==> src/rtl/alu_funct_pkg.sv <==
// Function codes and FSM state type shared by the result select unit.
package alu_funct_pkg;

  localparam int unsigned funct_w = 6;

  localparam logic [funct_w-1:0] funct_sll  = 6'b000000;
  localparam logic [funct_w-1:0] funct_srl  = 6'b000010;
  localparam logic [funct_w-1:0] funct_mfhi = 6'b010000;
  localparam logic [funct_w-1:0] funct_mflo = 6'b010010;
  localparam logic [funct_w-1:0] funct_divu = 6'b011011;
  localparam logic [funct_w-1:0] funct_add  = 6'b100000;
  localparam logic [funct_w-1:0] funct_sub  = 6'b100010;
  localparam logic [funct_w-1:0] funct_and  = 6'b100100;
  localparam logic [funct_w-1:0] funct_or   = 6'b100101;
  localparam logic [funct_w-1:0] funct_slt  = 6'b101010;

  typedef enum logic {
    idle,
    wait_div
  } state_t;

endpackage

==> src/rtl/result_select_unit_if.sv <==
// Request/result handshake bundle between the issue side and the result consumer.
interface result_select_unit_if
  import alu_funct_pkg::*;
#(
  parameter int unsigned WIDTH = 32,
  parameter int unsigned CNT_W = 16
);

  logic               in_valid;
  logic               in_ready;
  logic [funct_w-1:0] funct;
  logic [WIDTH-1:0]   alu_out;
  logic [WIDTH-1:0]   shift_out;
  logic [WIDTH-1:0]   hi_out;
  logic [WIDTH-1:0]   lo_out;
  logic               div_busy;
  logic               out_valid;
  logic               out_ready;
  logic [WIDTH-1:0]   data_out;
  logic               illegal;
  logic [CNT_W-1:0]   stall_cnt;

  modport master (
    output in_valid, funct, alu_out, shift_out, hi_out, lo_out, div_busy, out_ready,
    input  in_ready, out_valid, data_out, illegal, stall_cnt
  );

  modport slave (
    input  in_valid, funct, alu_out, shift_out, hi_out, lo_out, div_busy, out_ready,
    output in_ready, out_valid, data_out, illegal, stall_cnt
  );

endinterface

==> src/rtl/sat_counter.sv <==
// Up-counter that sticks at all-ones; clear has priority over enable.
module sat_counter #(
  parameter int unsigned CNT_W = 16
) (
  input  logic             clk,
  input  logic             reset,
  input  logic             en,
  input  logic             clr,
  output logic [CNT_W-1:0] cnt
);

  always_ff @(posedge clk or posedge reset) begin
    if (reset) begin
      cnt <= '0;
    end else if (clr) begin
      cnt <= '0;
    end else if (en && (cnt != {CNT_W{1'b1}})) begin
      cnt <= cnt + CNT_W'(1);
    end
  end

endmodule

==> src/rtl/result_select_unit.sv <==
// Picks the writeback source for a decoded funct and presents it as a
// registered valid/ready beat; MFHI/MFLO wait for the divider to finish.
module result_select_unit
  import alu_funct_pkg::*;
#(
  parameter int unsigned WIDTH = 32,
  parameter int unsigned CNT_W = 16
) (
  input logic                 clk,
  input logic                 reset,
  result_select_unit_if.slave bus
);

  state_t             state;
  state_t             state_nxt;
  logic [funct_w-1:0] funct_q;
  logic [funct_w-1:0] sel_funct;
  logic [WIDTH-1:0]   sel_data;
  logic               sel_illegal;
  logic               out_free;
  logic               in_ready_c;
  logic               accept;
  logic               is_mf;
  logic               load;
  logic               store_funct;
  logic               out_valid_q;
  logic [WIDTH-1:0]   data_q;
  logic               illegal_q;

  assign out_free   = !out_valid_q || bus.out_ready;
  assign in_ready_c = (state == idle) && out_free;
  assign accept     = bus.in_valid && in_ready_c;
  assign is_mf      = (bus.funct == funct_mfhi) || (bus.funct == funct_mflo);

  // State register.
  always_ff @(posedge clk or posedge reset) begin
    if (reset) begin
      state   <= idle;
      funct_q <= '0;
    end else begin
      state <= state_nxt;
      if (store_funct) begin
        funct_q <= bus.funct;
      end
    end
  end

  // Next-state logic.
  always_comb begin
    state_nxt = state;
    case (state)
      idle:     if (accept && is_mf && bus.div_busy) state_nxt = wait_div;
      wait_div: if (!bus.div_busy && out_free)       state_nxt = idle;
      default:  state_nxt = idle;
    endcase
  end

  // FSM outputs: when to capture a result and when to remember a deferred funct.
  always_comb begin
    load        = 1'b0;
    store_funct = 1'b0;
    sel_funct   = bus.funct;
    case (state)
      idle: begin
        store_funct = accept && is_mf && bus.div_busy;
        load        = accept && (bus.funct != funct_divu) && !(is_mf && bus.div_busy);
      end
      wait_div: begin
        sel_funct = funct_q;
        load      = !bus.div_busy && out_free;
      end
      default: ;
    endcase
  end

  // Source mux; unknown codes yield zero data flagged illegal.
  always_comb begin
    sel_data    = '0;
    sel_illegal = 1'b0;
    case (sel_funct)
      funct_and, funct_or, funct_add, funct_sub, funct_slt: sel_data = bus.alu_out;
      funct_sll, funct_srl:                                 sel_data = bus.shift_out;
      funct_mfhi:                                           sel_data = bus.hi_out;
      funct_mflo:                                           sel_data = bus.lo_out;
      default:                                              sel_illegal = 1'b1;
    endcase
  end

  always_ff @(posedge clk or posedge reset) begin
    if (reset) begin
      out_valid_q <= 1'b0;
      data_q      <= '0;
      illegal_q   <= 1'b0;
    end else if (load) begin
      out_valid_q <= 1'b1;
      data_q      <= sel_data;
      illegal_q   <= sel_illegal;
    end else if (out_valid_q && bus.out_ready) begin
      out_valid_q <= 1'b0;
    end
  end

  sat_counter #(
    .CNT_W (CNT_W)
  ) u_stall_cnt (
    .clk   (clk),
    .reset (reset),
    .en    (state == wait_div),
    .clr   (1'b0),
    .cnt   (bus.stall_cnt)
  );

  assign bus.in_ready  = in_ready_c;
  assign bus.out_valid = out_valid_q;
  assign bus.data_out  = data_q;
  assign bus.illegal   = illegal_q;

endmodule

==> src/flat_wrapper.sv <==
// flat-port wrapper written by rule: the top's interface ports become plain ports
module result_select_unit_flat import alu_funct_pkg::*;
#(
  parameter int unsigned WIDTH = 32,
  parameter int unsigned CNT_W = 16
)
  (clk, reset, bus_in_valid, bus_funct, bus_alu_out, bus_shift_out, bus_hi_out, bus_lo_out, bus_div_busy, bus_out_ready, bus_in_ready, bus_out_valid, bus_data_out, bus_illegal, bus_stall_cnt);
  result_select_unit_if #(.WIDTH(WIDTH), .CNT_W(CNT_W)) bus_i ();
  input logic clk;
  input logic reset;
  input wire logic [$bits(bus_i.in_valid)-1:0] bus_in_valid;
  input wire logic [$bits(bus_i.funct)-1:0] bus_funct;
  input wire logic [$bits(bus_i.alu_out)-1:0] bus_alu_out;
  input wire logic [$bits(bus_i.shift_out)-1:0] bus_shift_out;
  input wire logic [$bits(bus_i.hi_out)-1:0] bus_hi_out;
  input wire logic [$bits(bus_i.lo_out)-1:0] bus_lo_out;
  input wire logic [$bits(bus_i.div_busy)-1:0] bus_div_busy;
  input wire logic [$bits(bus_i.out_ready)-1:0] bus_out_ready;
  output wire logic [$bits(bus_i.in_ready)-1:0] bus_in_ready;
  output wire logic [$bits(bus_i.out_valid)-1:0] bus_out_valid;
  output wire logic [$bits(bus_i.data_out)-1:0] bus_data_out;
  output wire logic [$bits(bus_i.illegal)-1:0] bus_illegal;
  output wire logic [$bits(bus_i.stall_cnt)-1:0] bus_stall_cnt;
  assign bus_i.in_valid = bus_in_valid;
  assign bus_i.funct = bus_funct;
  assign bus_i.alu_out = bus_alu_out;
  assign bus_i.shift_out = bus_shift_out;
  assign bus_i.hi_out = bus_hi_out;
  assign bus_i.lo_out = bus_lo_out;
  assign bus_i.div_busy = bus_div_busy;
  assign bus_i.out_ready = bus_out_ready;
  assign bus_in_ready = bus_i.in_ready;
  assign bus_out_valid = bus_i.out_valid;
  assign bus_data_out = bus_i.data_out;
  assign bus_illegal = bus_i.illegal;
  assign bus_stall_cnt = bus_i.stall_cnt;
  result_select_unit #(.WIDTH(WIDTH), .CNT_W(CNT_W)) u_core (.clk(clk), .reset(reset), .bus(bus_i));
endmodule
==> config.mk <==
export PLATFORM = sky130hd
export DESIGN_NAME = result_select_unit_flat
export DESIGN_NICKNAME = d
export VERILOG_FILES = /design/src/rtl/alu_funct_pkg.sv /design/src/rtl/result_select_unit_if.sv /design/src/rtl/sat_counter.sv /design/src/rtl/result_select_unit.sv /design/src/flat_wrapper.sv
export SDC_FILE = /design/constraint.sdc
export NUM_CORES = 1
export LEC_CHECK = 0
export ABC_AREA = 1
export CAP_MARGIN = 10
export CORE_MARGIN = 5
export CORE_UTILIZATION = 43
export CTS_BUF_LIST = sky130_fd_sc_hd__clkbuf_2 sky130_fd_sc_hd__clkbuf_4 sky130_fd_sc_hd__clkbuf_8
export DETAILED_ROUTE_END_ITERATION = 6
export PLACE_DENSITY_LB_ADDON = 0.15
export SLEW_MARGIN = 40
export SYNTH_ARGS = -nofsm -noshare
export SYNTH_HDL_FRONTEND = slang
export SYNTH_SLANG_ARGS = --single-unit
==> constraint.sdc <==
create_clock -name clk -period 1.75 [get_ports clk]
set_input_delay 0.175 -clock clk [delete_from_list [all_inputs] [get_ports clk]]
set_output_delay 0.175 -clock clk [all_outputs]
set_load 0.02 [all_outputs]
* After elaboration in Yosys (flattened, before gate mapping)
Cells that the tools add are included.
** Storage, ports and cells
- Flip-flop bits (word level) :: 57
- Bits of input ports :: 139
- Output and inout port bits :: 51
- Logic and storage cells :: 50
** Operators by class
- Add/sub/neg operators :: 1
- Equal/unequal tests :: 12
- Multiplexer cells :: 10
- Bitwise gates (word level) :: 1
- Reductions and logical operators :: 20
** Operator list (number)
- $pmux 32 s4 :: 1
- $eq 6x6->1 const B :: 5
- $eq 6x5->1 const B :: 4
- $add 16x1->16 const B :: 1
- $ne 16x16->1 const B :: 1
- $logic_and 1x1->1 :: 10
- $reduce_or 9->1 :: 1
- $eq 6x2->1 const B :: 1
- $logic_not 6->1 :: 1
- $mux 1 :: 6
- $mux 6 :: 1
- $ne 6x5->1 const B :: 1
- $reduce_or 5->1 :: 1
- $pmux 1 s2 :: 2
- $logic_not 1->1 :: 3
- $logic_or 1x1->1 :: 2
- $reduce_bool 2->1 :: 1
- $reduce_or 2->1 :: 1
- $not 1->1 :: 1

* Longest topological paths before layout
Gate-level depths: netlist of the first run.
- Depth in word-level cells :: 8
- Mapped depth :: 11
- Mapped depth without buffers :: 10

* By module
From an unflattened synthesis of the first run, not the netlist that was laid out.
** Second synthesis, totals
- Cells, all modules :: 608
- Area, all modules :: 4241.6 sq um
** By module, submodules not included
- result_select_unit :: instances 1, cells an instance 447, area each 3160.5 sq um, sequential area each 1026.0 sq um
- sat_counter :: instances 1, cells an instance 161, area each 1081.0 sq um, sequential area each 400.4 sq um

* Least setup slack after synthesis of the first run
OpenSTA, ideal clock, no wires.
- Kind :: register -> register
- Start :: register u_core.u_stall_cnt.cnt[1]
- End :: register u_core.u_stall_cnt.cnt[3]
- Setup time :: 0.136 ns
- Data arrival time :: 1.511 ns
- Data required time :: 1.614 ns
- Setup slack :: 0.103 ns
- Cell stages (with the launch flop) :: 9
- Path buffers :: 1
- Period minus slack after synthesis :: 1.647 ns
- Cells stage by stage :: dfrtp_1 -> ha_1 -> nand3_1 -> nor3_2 -> nand3_1 -> nand2_1 -> buf_4 -> nor2_1 -> xor2_1
** On the way
- Cells in the longest elaborated chain, start to end :: 2
- Elaborated cells between the ends (all ways) :: 3
- Those cells by class :: add/sub (1); eq/ne (1); reduce/logical (1)
** RTL lines
- from (decl) :: RTL line sat_counter.sv:9 : output logic [CNT_W-1:0] cnt
- from (signal assigned) :: RTL line sat_counter.sv:18 : cnt <= cnt + CNT_W'(1);
- parallel branches: the longest is 2 deep, another holds $add 16x1->16
Parallel ways; which one is timed is not known.
A chain may end at the register's enable or synchronous reset.

* Worst setup path in the final report of the first run
- Start :: register u_core.state
- End :: register u_core.data_q[21], in the netlist u_core.bus.data_out[21]
** On the way
- Cells in the longest elaborated chain, start to end :: 6
- Elaborated cells between the ends (all ways) :: 19
- Those cells by class :: eq/ne (8); mux (3); bitwise (1); reduce/logical (7)
** RTL lines
- from (decl) :: RTL line result_select_unit.sv:14 : state_t state;
- from (signal assigned) :: RTL line result_select_unit.sv:38 : state <= idle;
- from (signal assigned) :: RTL line result_select_unit.sv:41 : state <= state_nxt;
- parallel branches: the longest is 6 deep, another holds $pmux 32 s4
- to (signal assigned) :: RTL line result_select_unit.sv:96 : data_q <= sel_data;
- to (decl) :: RTL line result_select_unit.sv:27 : logic [WIDTH-1:0] data_q;
Parallel ways; which one is timed is not known.

==> flow_metrics.env, run 1 <==
export IMPL_skew_ns=0.0101
export IMPL_final_cells=922
export IMPL_crit_start="u_core.state"
export IMPL_floorplan_die_area_um2=11500
export IMPL_drtPass1Iterations=7
export IMPL_pwr_share_clk_pct=26.0
export IMPL_post_route_period_util_pct=105
export IMPL_syn2layout_area_growth_pct=75.3
export IMPL_rsz0062_at_grt="true"
export IMPL_initial_core_util_pct=44.0
export IMPL_ys_warn_count=0
export IMPL_layout_drive_gt1_share_pct=23.5
export IMPL_p_leak_nw=3.28
export IMPL_die_x_um=107
export IMPL_ir_worst_vdd_uv=400
export IMPL_power_frac_comb_pct=37.4
export IMPL_cts_htree_levels=3
export IMPL_synth_cell_types=29
export IMPL_reg2reg_slack_ns=-0.09
export IMPL_place_gp_congestion=0.953
export IMPL_coreArea_um2=9240
export IMPL_num_antenna_cells=0
export IMPL_top_layer="met4"
export IMPL_pin_count=190
export IMPL_clk_pin_slew_ns=0.08
export IMPL_worstPathArrival_ns=2.12
export IMPL_vias=4941
export IMPL_swShare_pct=34.5
export IMPL_fin_crit_ns=1.84
export IMPL_setup_viol=9
export IMPL_drt_iter0_drc=322
export IMPL_die_h_um=107
export IMPL_hold_path_class="input pin to asynchronous set/reset pin"
export IMPL_wl_met2_um=8360
export IMPL_max_slew_margin_pct=70.0
export IMPL_wl_per_cell_um=18.4
export IMPL_cts_tree="built"
export IMPL_synth_area_top_cells="dfrtp_1 35%, nand2_1 17%, nand3_1 14%"
export IMPL_internal_power_mw=2.77
export IMPL_overflow=0
export IMPL_synth_area_um2=4070
export IMPL_holdWs_ns=0.219
export IMPL_yosysTopAreaCell="dfrtp_1"
export IMPL_ant_nets=0
export IMPL_power_mw=4.23
export IMPL_place_inst=881
export IMPL_numClockSinks=57
export IMPL_row_count=35
export IMPL_hold_viol_final=0
export IMPL_r2r_start="u_core.state"
export IMPL_grt_max_degree=58
export IMPL_final_setup_worst_slack_ns=-0.0941
export IMPL_holdBufCountCts=0
export IMPL_dp_hpwl_um=11200
export IMPL_violations="setup timing"
export IMPL_wirelength_met1_um=6160
export IMPL_path_max_fanout=6
export IMPL_portBuffers=189
export IMPL_path_class="flop to flop"
export IMPL_p_sw_mw=1.46
export IMPL_clockBufferDepth=2
export IMPL_vias_per_cell=5.36
export IMPL_slew_viol_final=0
export IMPL_antenna_found_initial=0
export IMPL_drc=0
export IMPL_outcome="complete, but fails checks"
export IMPL_met3_length_um=1570
export IMPL_synth_top_area_share_pct=35.1
export IMPL_r2r_end="u_core.bus.data_out[21]"
export IMPL_cts_root_buf="clkbuf_8"
export IMPL_grt_pass1_wl_um=23100
export IMPL_seq_power_share_pct=36.5
export IMPL_cts_made_buffers=9
export IMPL_powerDensity_nw_per_um2=593
export IMPL_rr_worst_depth=11
export IMPL_synthCells=553
export IMPL_fin_nets=928
export IMPL_grt_pass1_vias=4642
export IMPL_routed_wl_um=16900
export IMPL_max_freq_mhz=542
export IMPL_yosysSeqAreaShare_pct=35.1
export IMPL_ys_seq_elements=57
export IMPL_startpoint_type="flop"
export IMPL_synth_nets=693
export IMPL_worst_pin_slew_ns=0.449
export IMPL_grt_use_total_pct=25.6
export IMPL_clk_latency_ns=0.34
export IMPL_crit_required_ns=2.03
export IMPL_endpoint_kind="flop"
export IMPL_avgSynthCellArea_um2=7.35
export IMPL_drv_cap=0
-- metrics by stage --
step / utilization, % / TNS, ns / instance area (um2) / setup slack, ns
floorplan: - / 0 / 4070 / 0.103
global placement: 68.1 / -5.80 / 6290 / -0.230
global route: 77.1 / -1.58 / 7130 / -0.140
detailed placement: 68.1 / -7.50 / 6290 / -0.266
CTS: 71.0 / 0 / 6560 / 0.00862
finish: 77.1 / -0.287 / 7130 / -0.0941
-- routing by layer --
layer | GRT usage, % | vias to the layer above
met1 | 30.8 | 2298
met3 | 5.66 | 70
met2 | 43.7 | 287
met5 | 0 | -
met4 | 11.0 | 0
li1 | - | 2286
-- state kept, by name, summed over array words and instances (netlist names) --
| register | count |
|---|---|
| u_core.funct_q | 6 |
| u_core.bus.out_valid | 1 |
| u_core.bus.illegal | 1 |
| u_core.u_stall_cnt.cnt | 16 |
| u_core.state | 1 |
| u_core.bus.data_out | 32 |
-- power groups by stage --
stage                     clock (mW)  sequential (mW)  combinational [mW]
after global routing            1.19             1.56                1.67
after global placement             0             1.56                1.37
after CTS                       1.11             1.54                1.41
after detailed placement           0             1.57                1.39
final                           1.10             1.54                1.58
after floorplan                    0             1.69               0.466
-- synth_stat cells --
cell,n
o21ai_0,5
buf_6,10
nor3_2,1
nand2_4,7
nand3b_1,2
inv_2,3
xnor2_1,1
buf_2,16
nand4_1,4
nor2_4,5
xor2_1,10
a21oi_1,1
buf_12,3
dfrtp_1,57
nor2_1,26
a21oi_2,1
buf_4,4
nand3_1,110
nand2_1,179
and2_1,1
inv_1,28
o21ai_1,37
ha_1,1
nor3_1,2
nand2_2,7
nand3_2,29
nor2_8,1
nor3b_2,1
nand2_8,1
-- area by class of cell --
class	count	area [um2]
Fill cell	669	2110
Inverter	31	121
Clock inverter	7	47.5
Multi-Input combinational cell	433	2480
Sequential cell	57	1430
Timing Repair Buffer	256	2770
Clock buffer	9	124
Tap cell	129	161
-- worst max-delay path, stage by stage, from the launching register on --
cell	delay, ns
dfrtp_2	0.47
buf_6	0.15
buf_6	0.11
nand2_4	0.08
nand2_4	0.07
nor2_4	0.20
buf_12	0.17
buf_6	0.12
nand3_1	0.13
nand2_1	0.11
o21ai_1	0.08
nand2_1	0.07
-- placed cells by master (no fill, tap or decap), types with 9 or more instances in the layout --
cell / Yosys / layout
buf_6: 10 / 16
clkdlybuf4s50_1: 0 / 188
dfrtp_1: 57 / 56
nor2_1: 26 / 26
nand2_1: 179 / 161
clkbuf_8: 0 / 9
nand3_1: 110 / 89
o21ai_1: 37 / 33
xor2_1: 10 / 10
inv_1: 28 / 26
nand2_2: 7 / 18
buf_4: 4 / 27
nand2_4: 7 / 13
buf_12: 3 / 15
nand3_2: 29 / 49
-- how the worst max path moves through the flow --
stage,depth (start not counted),endpoint,slack [ns]
after floorplan,8,u_core.u_stall_cnt.cnt[3],0.10
after global placement,10,u_core.bus.data_out[0],-0.23
after detailed placement,10,u_core.bus.data_out[0],-0.27
after CTS,12,u_core.bus.data_out[9],0.009
after global routing,11,u_core.bus.data_out[21],-0.14
final,11,u_core.bus.data_out[21],-0.09
-- logic make-up after synthesis --
logic type / after synthesis / share of synthesized area, %
XOR/XNOR: 11 / 2.37
flip-flops: 57 / 35.1
buffers and inverters: 64 / 9.82
adder cells (fa/ha/maj): 1 / 0.308
AND/OR/NAND/NOR: 376 / 46.9
AO/OA/AOI/OAI: 44 / 5.51
-- repair_timing --
item | CTS | global route
pin swaps | 3 | 58
gates cloned | 1 | 10
resized for setup | 8 | 79
setup buffers | 5 | 10
setup endpoints to repair | 33 | 33
Power figures use the tool's default switching activity.
==> inputs of run 2 (changes only) <==
CORE_UTILIZATION = 45   (was 43)
clock period = 2.3 ns   (was 1.75 ns; I/O delays follow)
==> run 2 against run 1 <==
Net effect:
- the flow now finishes without violations
- largest power group is now registers
- cell area shrank 13%
- critical path depth shrank 2
- combinational power shrank 39%
- clock power is essentially flat
- highest routed layer unchanged
- maximum frequency shrank 12%
- non-clock buffer count shrank 56
- clock-buffer cell count grew 1
- clock skew grew 0.0028 ns
- via count shrank 9.6%
==> flow_metrics.env, run 2 (synthesis results as in run 1) <==
export IMPL_worstPathArrival_ns=2.36
export IMPL_row_count=34
export IMPL_outcome="completed"
export IMPL_max_stage_delay_ns=0.65
export IMPL_vias=4467
export IMPL_holdWs_ns=0.313
export IMPL_p_leak_nw=2.90
export IMPL_post_route_period_util_pct=90.6
export IMPL_worst_pin_slew_ns=0.809
export IMPL_cts_htree_levels=3
export IMPL_num_antenna_cells=0
export IMPL_coreArea_um2=8760
export IMPL_layout_common_cells="189 x clkdlybuf4s50_1, 179 x nand2_1, 110 x nand3_1"
export IMPL_dp_hpwl_um=10100
export IMPL_slew_viol_final=0
export IMPL_clk_pin_slew_ns=0.08
export IMPL_crit_buf_inv=1
export IMPL_drt_iter0_drc=255
export IMPL_antenna_found_initial=0
export IMPL_cts_made_buffers=9
export IMPL_postCtsSetupRepairBufs=0
export IMPL_routed_wl_um=13600
export IMPL_grt_pass1_vias=4471
export IMPL_ir_worst_vdd_uv=258
export IMPL_grt_max_degree=65
export IMPL_drc=0
export IMPL_layout_drive_gt1_share_pct=11.5
export IMPL_cp_common_cell="nand2_1"
export IMPL_wl_per_cell_um=16.2
export IMPL_path_class="flop to flop"
export IMPL_power_mw=3.23
export IMPL_vias_per_cell=5.29
export IMPL_fin_tns_setup_ns=0
export IMPL_startpoint_type="flop"
export IMPL_portBuffers=189
export IMPL_cts_tree="built"
export IMPL_endpoint_kind="flop"
export IMPL_numClockSinks=57
export IMPL_syn2layout_area_growth_pct=52.1
export IMPL_ant_nets=0
export IMPL_nFillCells=742
export IMPL_fin_crit_ns=2.08
export IMPL_floorplan_die_area_um2=11000
export IMPL_hold_path_class="input pin to asynchronous set/reset pin"
export IMPL_max_freq_mhz=480
export IMPL_grt_pass1_wl_um=22100
export IMPL_pin_count=190
export IMPL_setup_viol=0
export IMPL_hold_viol_final=0
export IMPL_overflow=0
export IMPL_fin_nets=871
export IMPL_utilization_pct=70.6
export IMPL_grt_use_total_pct=24.4
export IMPL_drtPass1Iterations=5
export IMPL_register_area_um2=1430
export IMPL_initial_core_util_pct=46.4
export IMPL_clk_latency_ns=0.33
export IMPL_crit_required_ns=2.58
export IMPL_multi_input_area_um2=2240
export IMPL_drv_cap=0
export IMPL_rsz0062_at_grt="false"
export IMPL_max_slew_margin_pct=46.0
export IMPL_crit_slowest_cell="nor2_4"
export IMPL_die_h_um=105
export IMPL_crit_path_cell_trace="inv_2 -> nand2_1 -> nand2_1 -> nand2_4 -> nor2_4 -> nand3_1 -> nand2_1 -> o21ai_1 -> nand2_1"
export IMPL_skew_ns=0.0129
export IMPL_path_max_fanout=32
export IMPL_holdBufCountCts=0
export IMPL_die_x_um=105
export IMPL_final_common_cell="clkdlybuf4s50_1"
export IMPL_largest_reg_flops=32
export IMPL_critPathTopFamily="simple AND/OR/NAND/NOR gates"
export IMPL_place_gp_congestion=0.897
export IMPL_powerDensity_nw_per_um2=522
export IMPL_clockBufferDepth=2
export IMPL_cts_root_buf="clkbuf_8"
## run 2: changes by cell type in the layout (fill, tap and decap cells not counted), sizes merged
cell / previous run / this run
bufinv: 0 / 2
clkinvlp: 2 / 3
nor2: 33 / 32
buf: 61 / 11
clkinv: 5 / 1
clkdlybuf4s50: 188 / 189
clkbuf: 15 / 10
dlygate4sd2: 1 / 0
## run 2: what timing repair did
item	4_1_cts	5_1_grt
hold endpoints to repair	0	0
setup endpoints to repair	0	3
resized for setup	0	1
## run 2: routing by layer
layer  global-route usage, %  routed length [um]
met3                    6.78                1160
met2                    39.5                6530
met4                    9.04                 299
met1                    31.0                5640
met5                       0                   0
## run 2: final timing paths
| path | startpoint | endpoint | slack [ns] | cells after the start |
|---|---|---|---|---|
| setup / recovery | u_core.state | u_core.bus.data_out[24] | 0.22 | 9 |
| setup reg to reg | u_core.state | u_core.bus.data_out[24] | 0.22 | 9 |
| max in group asynchronous | reset | u_core.state | 1.39 | 3 |
| hold / removal | reset | u_core.bus.data_out[30] | 0.31 | 2 |
| min in group clk | u_core.bus.data_out[19] | u_core.bus.data_out[19] | 0.48 | 2 |
| hold reg to reg | u_core.bus.data_out[19] | u_core.bus.data_out[19] | 0.48 | 2 |
## run 2: area by class of cell
type                       instances  share of cell area [%]
clock inverter                     6                    1.48
timing repair buffer             200                    32.9
multi-input combinational        432                    36.2
sequential                        57                    23.1
inverter                          31                    1.88
tap                              108                    2.18
clock buffer                      10                    2.22
## run 2: where the power goes
part	switching (mW)	total (mW)	internal, mW
clock	0.451	1.09	0.641
sequential	0.0784	1.18	1.10
combinational	0.483	0.958	0.476
## run 2: metrics by stage
| step | cells | cell area, um2 | worst slack [ns] |
|---|---|---|---|
| 2_1_floorplan | 553 | 4070 | 0.653 |
| 3_3_place_gp | 828 | 5960 | 0.210 |
| 3_5_place_dp | 828 | 5960 | 0.140 |
| 4_1_cts | 844 | 6180 | 0.153 |
| 5_1_grt | 844 | 6190 | 0.0616 |
| 6_report | 844 | 6190 | 0.216 |
==> inputs of run 3 (changes only) <==
SLEW_MARGIN = 20   (was 40)
==> results of run 3 <==
No change in the layout: final DEF, timing and power equal those of run 2.
